`config.mk`:
```
export PLATFORM = sky130hd
export DESIGN_NAME = output_serializer
export DESIGN_NICKNAME = d
export VERILOG_FILES = /design/src/rtl/msdap_pkg.sv /design/src/rtl/serial_bit_counter.sv /design/src/rtl/output_serializer.sv
export SDC_FILE = /design/constraint.sdc
export NUM_CORES = 1
export LEC_CHECK = 0
export ABC_AREA = 1
export ABC_CLOCK_PERIOD_IN_PS = 4400
export CORE_AREA = 2 2 97 71
export DETAILED_ROUTE_END_ITERATION = 12
export DIE_AREA = 0 0 99 73
export PLACE_DENSITY = 0.83
export SETUP_SLACK_MARGIN = 0.2
export SLEW_MARGIN = 15
export SYNTH_ARGS = -nofsm -noshare
export SYNTH_HDL_FRONTEND = slang
export SYNTH_SLANG_ARGS = --single-unit
```
`constraint.sdc`:
```
create_clock -name clk -period 4.4 [get_ports clk]
set_input_delay 1.1 -clock clk [delete_from_list [all_inputs] [get_ports clk]]
set_output_delay 1.1 -clock clk [all_outputs]
set_load 0.1 [all_outputs]
```
`src/rtl/msdap_pkg.sv`:
```
// Shared types and defaults for the MSDAP output path.
package msdap_pkg;
  localparam int OUT_WORD_W = 40;
  typedef enum logic {IDLE, SHIFT} outser_state_t;
endpackage

```
`src/rtl/serial_bit_counter.sv`:
```
// Bit-position down-counter shared by both serializer channels.
// Latency: count updates one edge after load/dec; zero is decoded straight from the count register.
module serial_bit_counter
  import msdap_pkg::*;
#(
  parameter int WIDTH = OUT_WORD_W,
  localparam int CW = $clog2(WIDTH)
) (
  input  logic clk,
  input  logic clear,
  input  logic load,
  input  logic dec,
  output logic zero
);
  localparam logic [CW-1:0] LAST = CW'(WIDTH - 1);

  logic [CW-1:0] count;

  always_ff @(posedge clk) begin
    if (clear)
      count <= '0;
    else if (load)
      count <= LAST;
    else if (dec && (count != '0))
      count <= count - 1'b1;
  end

  assign zero = (count == '0);
endmodule

```
`src/rtl/output_serializer.sv`:
```
// Stereo parallel-to-serial transmitter; first bit appears one edge after load, WIDTH bits per frame.
// Reload on the last bit is seamless; loads mid-frame are dropped and set sticky overrun. OUTSER_LSB_FIRST_EN reverses bit order.
module output_serializer
  import msdap_pkg::*;
#(
  parameter int WIDTH = OUT_WORD_W
) (
  input  logic             clk,
  input  logic             clear,
  input  logic             load,
  input  logic [WIDTH-1:0] dataL,
  input  logic [WIDTH-1:0] dataR,
  output logic             OutputL,
  output logic             OutputR,
  output logic             OutReady,
  output logic             busy,
  output logic             overrun
);
  outser_state_t    state;
  logic [WIDTH-1:0] sh_l;
  logic [WIDTH-1:0] sh_r;
  logic             cnt_zero;
  logic             in_shift;
  logic             accept;

  assign in_shift = (state == SHIFT);
  // A new pair is taken when idle or while the last bit of the current frame is on the pins.
  assign accept   = load && (!in_shift || cnt_zero);

  serial_bit_counter #(.WIDTH(WIDTH)) u_cnt (
    .clk   (clk),
    .clear (clear),
    .load  (accept),
    .dec   (in_shift),
    .zero  (cnt_zero)
  );

  always_ff @(posedge clk) begin
    if (clear) begin
      state    <= IDLE;
      sh_l     <= '0;
      sh_r     <= '0;
      OutputL  <= 1'b0;
      OutputR  <= 1'b0;
      OutReady <= 1'b0;
      overrun  <= 1'b0;
    end else begin
      if (load && in_shift && !cnt_zero)
        overrun <= 1'b1;
      if (accept) begin
        state    <= SHIFT;
        OutReady <= 1'b1;
`ifdef OUTSER_LSB_FIRST_EN
        OutputL  <= dataL[0];
        OutputR  <= dataR[0];
        sh_l     <= dataL >> 1;
        sh_r     <= dataR >> 1;
`else
        OutputL  <= dataL[WIDTH-1];
        OutputR  <= dataR[WIDTH-1];
        sh_l     <= dataL << 1;
        sh_r     <= dataR << 1;
`endif
      end else if (in_shift && !cnt_zero) begin
`ifdef OUTSER_LSB_FIRST_EN
        OutputL  <= sh_l[0];
        OutputR  <= sh_r[0];
        sh_l     <= sh_l >> 1;
        sh_r     <= sh_r >> 1;
`else
        OutputL  <= sh_l[WIDTH-1];
        OutputR  <= sh_r[WIDTH-1];
        sh_l     <= sh_l << 1;
        sh_r     <= sh_r << 1;
`endif
      end else begin
        state    <= IDLE;
        sh_l     <= '0;
        sh_r     <= '0;
        OutputL  <= 1'b0;
        OutputR  <= 1'b0;
        OutReady <= 1'b0;
      end
    end
  end

  assign busy = OutReady;
endmodule

```
==> qor.yml, run 1 <==
drt:
  drt_first_iter_violations: 102
  dr_total_vias: 2689
  totalWireLength_um: 6520
  dr.pass1.iters: 4
  ant_nets: 0
  drt-wirelength-per-cell_um: 11.6
  drc: 0
  via_per_inst: 4.77
sta:
  slew_viol_final: 0
  rsz0062_at_grt: "no"
  period_share_pct: 68.8
  setup_viol: 0
  max_freq_ghz: 0.330
  maxSlewHeadroom_pct: 35.3
  worst_pin_slew_ns: 0.967
  setup_tns_ns: 0
  hold_violations: 0
  finClkSkew_ns: 0.0133
  min_period_ns: 3.03
final_layout:
  finalNetCount: 563
  num_antenna_cells: 0
  drive_above_1_share_pct: 4.97
  synthToLayoutAreaGrowth_pct: 33.4
  fin_util_pct: 65.6
clock_network:
  clk_pin_slew_ns: 0.09
  root_buffer: "clkbuf_8"
  ctsResizeCount: 0
  cts_sinks: 88
  htreeDepth: 3
  cts_tree: "yes"
  clk-insertion-delay-late_ns: 0.35
  numCtsBuffers: 9
  clockBufferDepth: 2
  cts_hold_buf: 0
  cts_setup_buffers: 0
worst_setup_path:
  cp_top_family: "buffers and inverters"
  timing.critical_path.buf_inv: 1
  critical_path_arrival_ns: 1.93
  critPathMaxFanout: 5
  crit_required_ns: 3.30
  cpPeakStageDelay_ns: 1.16
  critPathSlowestCell: "clkdlybuf4s50_1"
  startpoint_type: "register"
  end_kind: "output port"
  crit_type: "register to output port"
  crit_chain: "clkdlybuf4s50_1"
logic_synthesis:
  syn-num-nets: 490
  ys_warn_count: 0
  synth-simple-area-share_pct: 36.3
  synth-compound-area-share_pct: 0.952
  synth.area.mux_share_pct: 0
  synth.area.top_cells: "dfxtp_1 56%, nand2_1 20%, nand3_1 13%, buf_2 2.5%, nor2_1 1.5%"
  synth_top_family_by_area: "simple AND/OR/NAND/NOR gates"
  ys_ff_latch: 88
  synth-xor-area-share_pct: 0.278
  avgSynthCellArea_um2: 7.79
  syn_inst: 405
  synth_cell_types: 19
  syn_area_um2: 3150
  synth_top_area_cell: "dfxtp_1"
  yosysSeqAreaShare_pct: 55.9
  synthAdderAreaFrac_pct: 0.793
  synth_top_area_share_pct: 55.9
power_and_ir_drop:
  ir_drop_v: 0.000234
  power.density_nw_per_um2: 395
  leakagePower_uw: 0.00198
hold_path:
  worstHoldPathType: "register to register"
outcome:
  status: "finished clean"
global_routing:
  track_usage_pct: 17.8
  use_met2_pct: 31.3
  grt_use_met1_pct: 20.9
  grt_max_degree: 84
  antenna_found_initial: 0
  use_met3_pct: 4.98
  grt_overflow: 0
  grt_first_pass_wirelength_um: 10400
  grt_pass1_vias: 2493
  top_usage_layer: "met2"
floorplan:
  rows: 25
  initial_core_util_pct: 49.2
  coreArea_um2: 6410
  io_pins: 88
  die_w_um: 99
  die-area_um2: 7230
  die_h_um: 73
placement:
  port_buffers: 87
  gp_congestion: 0.741
  dp_hpwl_um: 4080
flow_run:
  drv_cap: 0
[layer usage]
metal | wire length, µm | part of all wire [%]
met3 | 330 | 5.1
met1 | 3020 | 46
met5 | 0 | 0
met4 | 64 | 0.98
met2 | 3110 | 48
[synthesized netlist by cell type]
cell type,count
inv_1,12
ha_1,2
buf_2,16
dfxtp_1,88
nand2_2,1
nand2_1,169
xnor2_1,1
nor2_8,1
nand3_1,82
o21ai_0,2
nor2_2,1
nand4_1,1
nor2_1,13
buf_6,2
nand2_4,1
clkbuf_1,1
buf_1,7
buf_4,1
a21oi_1,4
[final cells by class]
type	instances	area (µm²)
timing repair buffer	89	886
inverter	12	45.0
clock inverter	7	83.8
fill	555	2200
multi-input combinational	278	1210
sequential	88	1760
clock buffer	9	124
tap	81	101
[power breakdown]
group | total (µW) | switching [µW] | internal (µW)
clock | 575 | 300 | 274
sequential | 859 | 15.4 | 844
combinational | 227 | 125 | 102
[metrics by stage]
stage / cells / hold WS, ns / area, µm² / power, µW / setup WS, ns
after floorplan: 405 / 0.430 / 3150 / 1010 / 1.88
after global placement: 548 / 0.433 / 4000 / 1100 / 1.63
after detailed placement: 548 / 0.440 / 4000 / 1100 / 1.57
after CTS: 564 / 0.458 / 4210 / 1680 / 1.35
after global routing: 564 / 0.469 / 4210 / 1730 / 1.33
final: 564 / 0.451 / 4210 / 1660 / 1.37
[cells in the final DEF, fill, tap and decap left out]
cell type / synthesis / layout
nor2_2: 1 / 1
nor2_8: 1 / 1
ha_1: 2 / 2
inv_2: 0 / 2
buf_4: 1 / 2
xnor2_1: 1 / 1
inv_6: 0 / 4
nand2_1: 169 / 169
inv_1: 12 / 10
nor2_1: 13 / 13
bufinv_16: 0 / 1
clkbuf_8: 0 / 9
inv_8: 0 / 1
dfxtp_1: 88 / 88
nand3_1: 82 / 82
nand2_2: 1 / 1
clkinvlp_4: 0 / 1
a21oi_1: 4 / 4
nand2_4: 1 / 1
clkdlybuf4s50_1: 0 / 87
nand4_1: 1 / 1
o21ai_0: 2 / 2
[state kept, by name, summed over array words and instances, names as in the netlist]
register and count:
sh_r 39, OutputR 1, sh_l 39, overrun 1, in_shift 1, OutputL 1, u_cnt.count 6
[cell families (layout without fill, tap and decap cells)]
group                    Yosys count  in the layout
AO/OA/AOI/OAI                      6              6
adder cells (fa/ha/maj)            2              2
flip-flops                        88             88
XOR/XNOR                           1              1
AND/OR/NAND/NOR                  269            269
buffers and inverters             39            117
[path summary, 6_finish.rpt]
check        depth (start not counted)                   startpoint                  end  slack, ns
max                                  1        in_shift$_SDFFE_PP0P_             OutReady       1.37
min reg2reg                          2          sh_r[39]$_SDFF_PP0_   OutputR$_SDFF_PP0_       0.45
min                                  2          sh_r[39]$_SDFF_PP0_   OutputR$_SDFF_PP0_       0.45
max reg2reg                          8  u_cnt.count[0]$_SDFFE_PP0P_  sh_l[17]$_SDFF_PP0_       2.29
No activity file was read; power rests on OpenSTA's default activity.
==> run 2: changes to the inputs <==
--- a/config.mk
+++ b/config.mk
@@ -6,11 +6,11 @@
 export NUM_CORES = 1
 export LEC_CHECK = 0
 export ABC_AREA = 1
-export ABC_CLOCK_PERIOD_IN_PS = 4400
-export CORE_AREA = 2 2 97 71
+export ABC_CLOCK_PERIOD_IN_PS = 3150
+export CORE_AREA = 2 2 101 74
 export DETAILED_ROUTE_END_ITERATION = 12
-export DIE_AREA = 0 0 99 73
-export PLACE_DENSITY = 0.83
+export DIE_AREA = 0 0 103 76
+export PLACE_DENSITY = 0.77
 export SETUP_SLACK_MARGIN = 0.2
 export SLEW_MARGIN = 15
 export SYNTH_ARGS = -nofsm -noshare
==> constraint.sdc (replaced) <==
create_clock -name clk -period 3.15 [get_ports clk]
set_input_delay 0.7875 -clock clk [delete_from_list [all_inputs] [get_ports clk]]
set_output_delay 0.7875 -clock clk [all_outputs]
set_load 0.1 [all_outputs]
==> run 2 against run 1 <==
Net effect: first-iteration DRC count increased by 3.9%; via count up 1.4%; register-to-register slack lost 1.0 ns; critical path depth rose by 4; sequential cell count unchanged; clock skew fell by 0.0059 ns; combinational power increased by 41%; worst hold slack better by 0.0029 ns; core utilization decreased by 4.9 points; sequential share of layout area shrank 0.22 points; largest power group unchanged; die area grew 8.3%.
==> qor.yml, run 2 (synthesized netlist as in run 1, its figures left out) <==
floorplan:
  die_h_um: 76  # +4.1%
  rows: 26  # +4.0%
  io_pins: 88  # unchanged
  die-area_um2: 7830  # +8.3%
  die_w_um: 103  # +4.0%
  coreArea_um2: 6960  # +8.6%
  initial_core_util_pct: 45.3  # -3.9 points
clock_network:
  clockBufferDepth: 2  # unchanged
  clk_pin_slew_ns: 0.08  # about the same
  root_buffer: "clkbuf_8"
  cts_hold_buf: 0  # unchanged
  htreeDepth: 3  # unchanged
  ctsResizeCount: 0  # unchanged
  numCtsBuffers: 9  # unchanged
  cts_sinks: 88  # unchanged
  clk-insertion-delay-late_ns: 0.34  # about the same
  cts_tree: "yes"
  cts_setup_buffers: 0  # unchanged
sta:
  hold_violations: 0  # unchanged
  setup_viol: 0  # unchanged
  rsz0062_at_grt: "no"
  finalWorstSetupSlack_ns: 1.19  # -0.184 ns
  setup_tns_ns: 0  # unchanged
  min_period_ns: 1.96
  slew_viol_final: 0  # unchanged
  worst_pin_slew_ns: 0.405  # -0.563 ns
  period_share_pct: 62.3
  finClkSkew_ns: 0.00743  # -0.00588 ns
  max_freq_ghz: 0.510
  maxSlewHeadroom_pct: 73.0  # +38 points
drt:
  via_per_inst: 4.67  # -2.1%
  dr.pass1.iters: 4  # unchanged
  ant_nets: 0  # unchanged
  drt-wirelength-per-cell_um: 10.9  # -6.2%
  drt_first_iter_violations: 106  # +3.9%
  totalWireLength_um: 6340  # -2.9%
  dr_total_vias: 2726  # +1.4%
  drc: 0  # unchanged
final_layout:
  synthToLayoutAreaGrowth_pct: 34.2
  finalNetCount: 566  # +0.53%
  fin_util_pct: 60.8  # -4.9 points
  final_cell_mix: "169 x nand2_1, 88 x dfxtp_1, 82 x nand3_1, 82 x clkdlybuf4s50_1, 13 x nor2_1"
  drive_above_1_share_pct: 6.38  # +1.4 points
  num_antenna_cells: 0  # unchanged
  layout_commonest_cell: "nand2_1"
  largest_registers: "sh_l: 39 flops, sh_r: 39 flops, u_cnt.count: 6 flops"
  final_cells: 584  # +3.5%
placement:
  dpl.cell_count: 568  # +3.6%
  pre_cts_ws_ns: 0.835  # -0.739 ns
  port_buffers: 87  # unchanged
  gp_congestion: 0.795  # +7.3%
  dp_hpwl_um: 4310  # +5.5%
global_routing:
  antenna_found_initial: 0  # unchanged
  track_usage_pct: 16.9  # -0.91 points
  grt_overflow: 0  # unchanged
  grt_first_pass_wirelength_um: 10600  # +2.4%
  grt_max_degree: 56  # -33%
  grt_pass1_vias: 2494  # +0.040%
worst_setup_path:
  critPathMaxFanout: 22  # +17
  crit_required_ns: 3.44  # +0.14 ns
  startpoint_type: "primary input"
  critical_path_arrival_ns: 2.25  # +0.32 ns
  crit_type: "primary input to register"
  end_kind: "register"
power_and_ir_drop:
  leakagePower_uw: 0.00199  # +0.48%
  power.density_nw_per_um2: 521  # +32%
  ir_drop_v: 0.000268  # +14%
outcome:
  status: "finished clean"
flow_run:
  drv_cap: 0  # unchanged
hold_path:
  worstHoldPathType: "register to register"
-- run 2: cell types whose count changed in the layout (fill, tap and decap cells not counted), sizes merged --
cell / change
buf: +8
bufinv: -1
clkbuf: +2
clkdlybuf4s50: -5
clkinv: +2
clkinvlp: +2
inv: -5
-- run 2: path summary, 6_finish.rpt --
| check | start | to | slack [ns] | cells after the start |
|---|---|---|---|---|
| worst max-delay path | clear | sh_r[35]$_SDFF_PP0_ | 1.19 | 5 |
| worst min-delay path | sh_l[4]$_SDFF_PP0_ | sh_l[5]$_SDFF_PP0_ | 0.45 | 2 |
| worst min register to register | sh_l[4]$_SDFF_PP0_ | sh_l[5]$_SDFF_PP0_ | 0.45 | 2 |
| worst max register to register | u_cnt.count[0]$_SDFFE_PP0P_ | sh_r[10]$_SDFF_PP0_ | 1.28 | 8 |
-- run 2: cell type report --
class                   instances  area, µm²
clock buffers                  11        141
multi-input cells             278       1210
well taps                      98        123
repair buffers                 92        921
fillers                       633       2730
flip-flops and latches         88       1760
clock inverters                 5       32.5
inverters                      12       45.0
-- run 2: metrics by stage --
step / instance area (µm²) / power, µW / hold slack, ns
finish: 4230 / 2200 / 0.454
global route: 4230 / 2310 / 0.466
CTS: 4230 / 2230 / 0.456
detailed placement: 4060 / 1550 / 0.440
global placement: 4060 / 1540 / 0.432
floorplan: 3150 / 1410 / 0.430
-- run 2: report_power, final --
group | switching [µW] | total, µW | leakage (µW) | internal [µW]
Clock | 377 | 682 | 0.0000813 | 305
Sequential | 21.0 | 1200 | 0.000722 | 1180
Combinational | 174 | 321 | 0.00118 | 147
Total | 572 | 2200 | 0.00199 | 1630
-- run 2: worst max-delay path, cell delays in order --
cell	delay [ns]
clkdlybuf4s50_1	0.57
inv_2	0.36
buf_4	0.32
nand3_1	0.12
nand2_1	0.10
-- run 2: routing by layer --
metal	vias up	share of wire [%]	global-route usage (%)
met4	0	0.73	4.87
met1	1212	47	21.6
met2	81	45	27.1
met5	-	0	0
met3	5	7.2	5.60
li1	1428	-	-
==> run 3: changes to the inputs <==
--- a/config.mk
+++ b/config.mk
@@ -6,11 +6,11 @@
 export NUM_CORES = 1
 export LEC_CHECK = 0
 export ABC_AREA = 1
-export ABC_CLOCK_PERIOD_IN_PS = 3150
-export CORE_AREA = 2 2 101 74
+export ABC_CLOCK_PERIOD_IN_PS = 1600
+export CORE_AREA = 2 2 106 77
 export DETAILED_ROUTE_END_ITERATION = 12
-export DIE_AREA = 0 0 103 76
-export PLACE_DENSITY = 0.77
+export DIE_AREA = 0 0 108 79
+export PLACE_DENSITY = 0.74
 export SETUP_SLACK_MARGIN = 0.2
 export SLEW_MARGIN = 15
 export SYNTH_ARGS = -nofsm -noshare
==> constraint.sdc (replaced) <==
create_clock -name clk -period 1.6 [get_ports clk]
set_input_delay 0.4 -clock clk [delete_from_list [all_inputs] [get_ports clk]]
set_output_delay 0.4 -clock clk [all_outputs]
set_load 0.1 [all_outputs]
==> run 3 against run 2 <==
Net effect: cell area increased by 18%; die area rose by 9.0%; register-to-register slack got worse by 1.1 ns; largest power group unchanged.
==> qor.yml, run 3 (synthesized netlist as in run 1, its figures left out) <==
drt:
  totalWireLength_um: 8460  # +33%
  dr.pass1.iters: 5  # +1
  drt-wirelength-per-cell_um: 13.8  # +27%
  drc: 0  # unchanged
  dr_total_vias: 2959  # +8.5%
  ant_nets: 0  # unchanged
  drt_first_iter_violations: 116  # +9.4%
  via_per_inst: 4.81  # +3.1%
worst_setup_path:
  cp_top_family: "simple AND/OR/NAND/NOR gates"
  timing.critical_path.buf_inv: 3  # unchanged
  critPathSlowestCell: "dfxtp_1"
  critPathMaxFanout: 6  # -73%
  crit_required_ns: 1.90  # -1.54 ns
  cpPeakStageDelay_ns: 0.35  # -0.22 ns
  end_kind: "register"
  startpoint_type: "register"
  crit_type: "register to register"
  crit_chain: "nor2_2 -> nand3_4 -> nand2_4 -> nand2_4 -> nor2_8 -> buf_6 -> buf_6 -> buf_12 -> nand2_1 -> nand2_1"
  critical_path_arrival_ns: 1.75  # -0.50 ns
floorplan:
  die_h_um: 79  # +3.9%
  die_w_um: 108  # +4.9%
  initial_core_util_pct: 41.5  # -3.8 points
  coreArea_um2: 7600  # +9.2%
  rows: 27  # +3.8%
  die-area_um2: 8530  # +9.0%
  io_pins: 88  # unchanged
final_layout:
  final_cell_mix: "133 x nand2_1, 85 x dfxtp_1, 82 x clkdlybuf4s50_1"
  num_antenna_cells: 0  # unchanged
  final_cells: 615  # +5.3%
  drive_above_1_share_pct: 20.4  # +14 points
  finalNetCount: 595  # +5.1%
  synthToLayoutAreaGrowth_pct: 58.3
  largest_registers: "sh_l: 39 flops, sh_r: 39 flops, u_cnt.count: 6 flops"
  final_cell_area_um2: 4990  # +18%
  layout_commonest_cell: "nand2_1"
global_routing:
  track_usage_pct: 18.6  # +1.7 points
  grt_first_pass_wirelength_um: 12300  # +16%
  grt_pass1_vias: 2700  # +8.3%
  grt_overflow: 0  # unchanged
  antenna_found_initial: 0  # unchanged
  grt_max_degree: 54  # -3.6%
flow_run:
  drv_cap: 0  # unchanged
sta:
  finClkSkew_ns: 0.00458  # -0.00285 ns
  period_share_pct: 91.0
  min_period_ns: 1.46
  rsz0062_at_grt: "yes"
  max_freq_ghz: 0.687
  hold_violations: 0  # unchanged
  timing.hold.ws_ns: 0.449  # -0.00541 ns
  maxSlewHeadroom_pct: 84.3  # +11 points
  worst_pin_slew_ns: 0.234  # -0.170 ns
  slew_viol_final: 0  # unchanged
  setup_viol: 0  # unchanged
placement:
  dpl.cell_count: 579  # +1.9%
  dp_hpwl_um: 4620  # +7.3%
  port_buffers: 87  # unchanged
  post_dp_cell_area_um2: 4230  # +4.1%
  gp_congestion: 0.742  # -6.6%
power_and_ir_drop:
  internal_power_uw: 3530  # +120%
  p_switching_uw: 1260  # +120%
  ir_drop_v: 0.000418  # +56%
  p_sw_share_pct: 26.2  # +0.24 points
  power.density_nw_per_um2: 959  # +84%
  sequentialPowerShare_pct: 49.6  # -4.8 points
  clkPwrFrac_pct: 29.7  # -1.3 points
  pwr-share-comb_pct: 20.7  # +6.1 points
  leakagePower_uw: 0.00234  # +18%
outcome:
  status: "finished clean"
clock_network:
  htreeDepth: 3  # unchanged
  clk-insertion-delay-late_ns: 0.35  # about the same
  cts_tree: "yes"
  numCtsBuffers: 9  # unchanged
  root_buffer: "clkbuf_8"
  clk_pin_slew_ns: 0.08  # about the same
  cts_sinks: 88  # unchanged
  clockBufferDepth: 2  # unchanged
hold_path:
  worstHoldPathType: "register to register"
[run 3: changes by cell type in the layout (fill, tap and decap cells not counted), sizes merged]
cell | previous run | this run
clkinv | 2 | 1
clkbuf | 11 | 19
clkinvlp | 3 | 1
buf | 10 | 33
[run 3: area by class of cell]
class	count	area [µm²]
clock inverter	2	12.5
timing repair buffer	121	1460
tap	101	126
multi-input combinational	278	1400
clock buffer	13	170
inverter	12	57.6
sequential	88	1770
fill	619	2610
[run 3: worst paths after layout]
path / start / end / slack [ns] / cells past startpoint
worst max-delay path: u_cnt.count[4]$_SDFFE_PP0N_ / sh_l[30]$_SDFF_PP0_ / 0.14 / 10
worst min-delay path: sh_l[35]$_SDFF_PP0_ / sh_l[36]$_SDFF_PP0_ / 0.45 / 2
worst max register to register: u_cnt.count[4]$_SDFFE_PP0N_ / sh_l[30]$_SDFF_PP0_ / 0.14 / 10
worst min register to register: sh_l[35]$_SDFF_PP0_ / sh_l[36]$_SDFF_PP0_ / 0.45 / 2
[run 3: timing repair]
action,4_1_cts,5_1_grt
setup buffers,10,2
endpoints found under the setup margin,82,83
hold buffers,0,0
gates resized for setup,28,53
gates cloned,2,7
pin swaps,3,5
[run 3: power groups by stage]
stage	clock network, µW	registers, µW	logic [µW]
after detailed placement	0	2420	703
after global placement	0	2420	691
final	1420	2380	992
after CTS	1450	2370	829
after floorplan	0	2450	315
after global routing	1570	2390	1070
[run 3: worst register-to-register path: stages (launching register included)]
cell and delay [ns]:
dfxtp_1 0.35, nor2_2 0.20, nand3_4 0.11, nand2_4 0.11, nand2_4 0.07, nor2_8 0.12, buf_6 0.13, buf_6 0.12
buf_12 0.12, nand2_1 0.05, nand2_1 0.05
[run 3: per-layer routing]
metal | share of wire [%] | track usage [%]
met5 | 0 | 0
met4 | 0.53 | 4.62
met3 | 6.1 | 6.57
met2 | 48 | 30.8
met1 | 46 | 23.2
[run 3: per-stage QoR]
step / power (µW) / setup WS (ns) / TNS [ns] / util [%]
after floorplan: 2770 / 0.217 / 0 / -
after global placement: 3110 / 0.0162 / 0 / 55.6
after detailed placement: 3120 / -0.0231 / -0.0279 / 55.6
after CTS: 4650 / 0.150 / 0 / 61.2
after global routing: 5020 / 0.0829 / 0 / 65.7
final: 4790 / 0.144 / 0 / 65.7
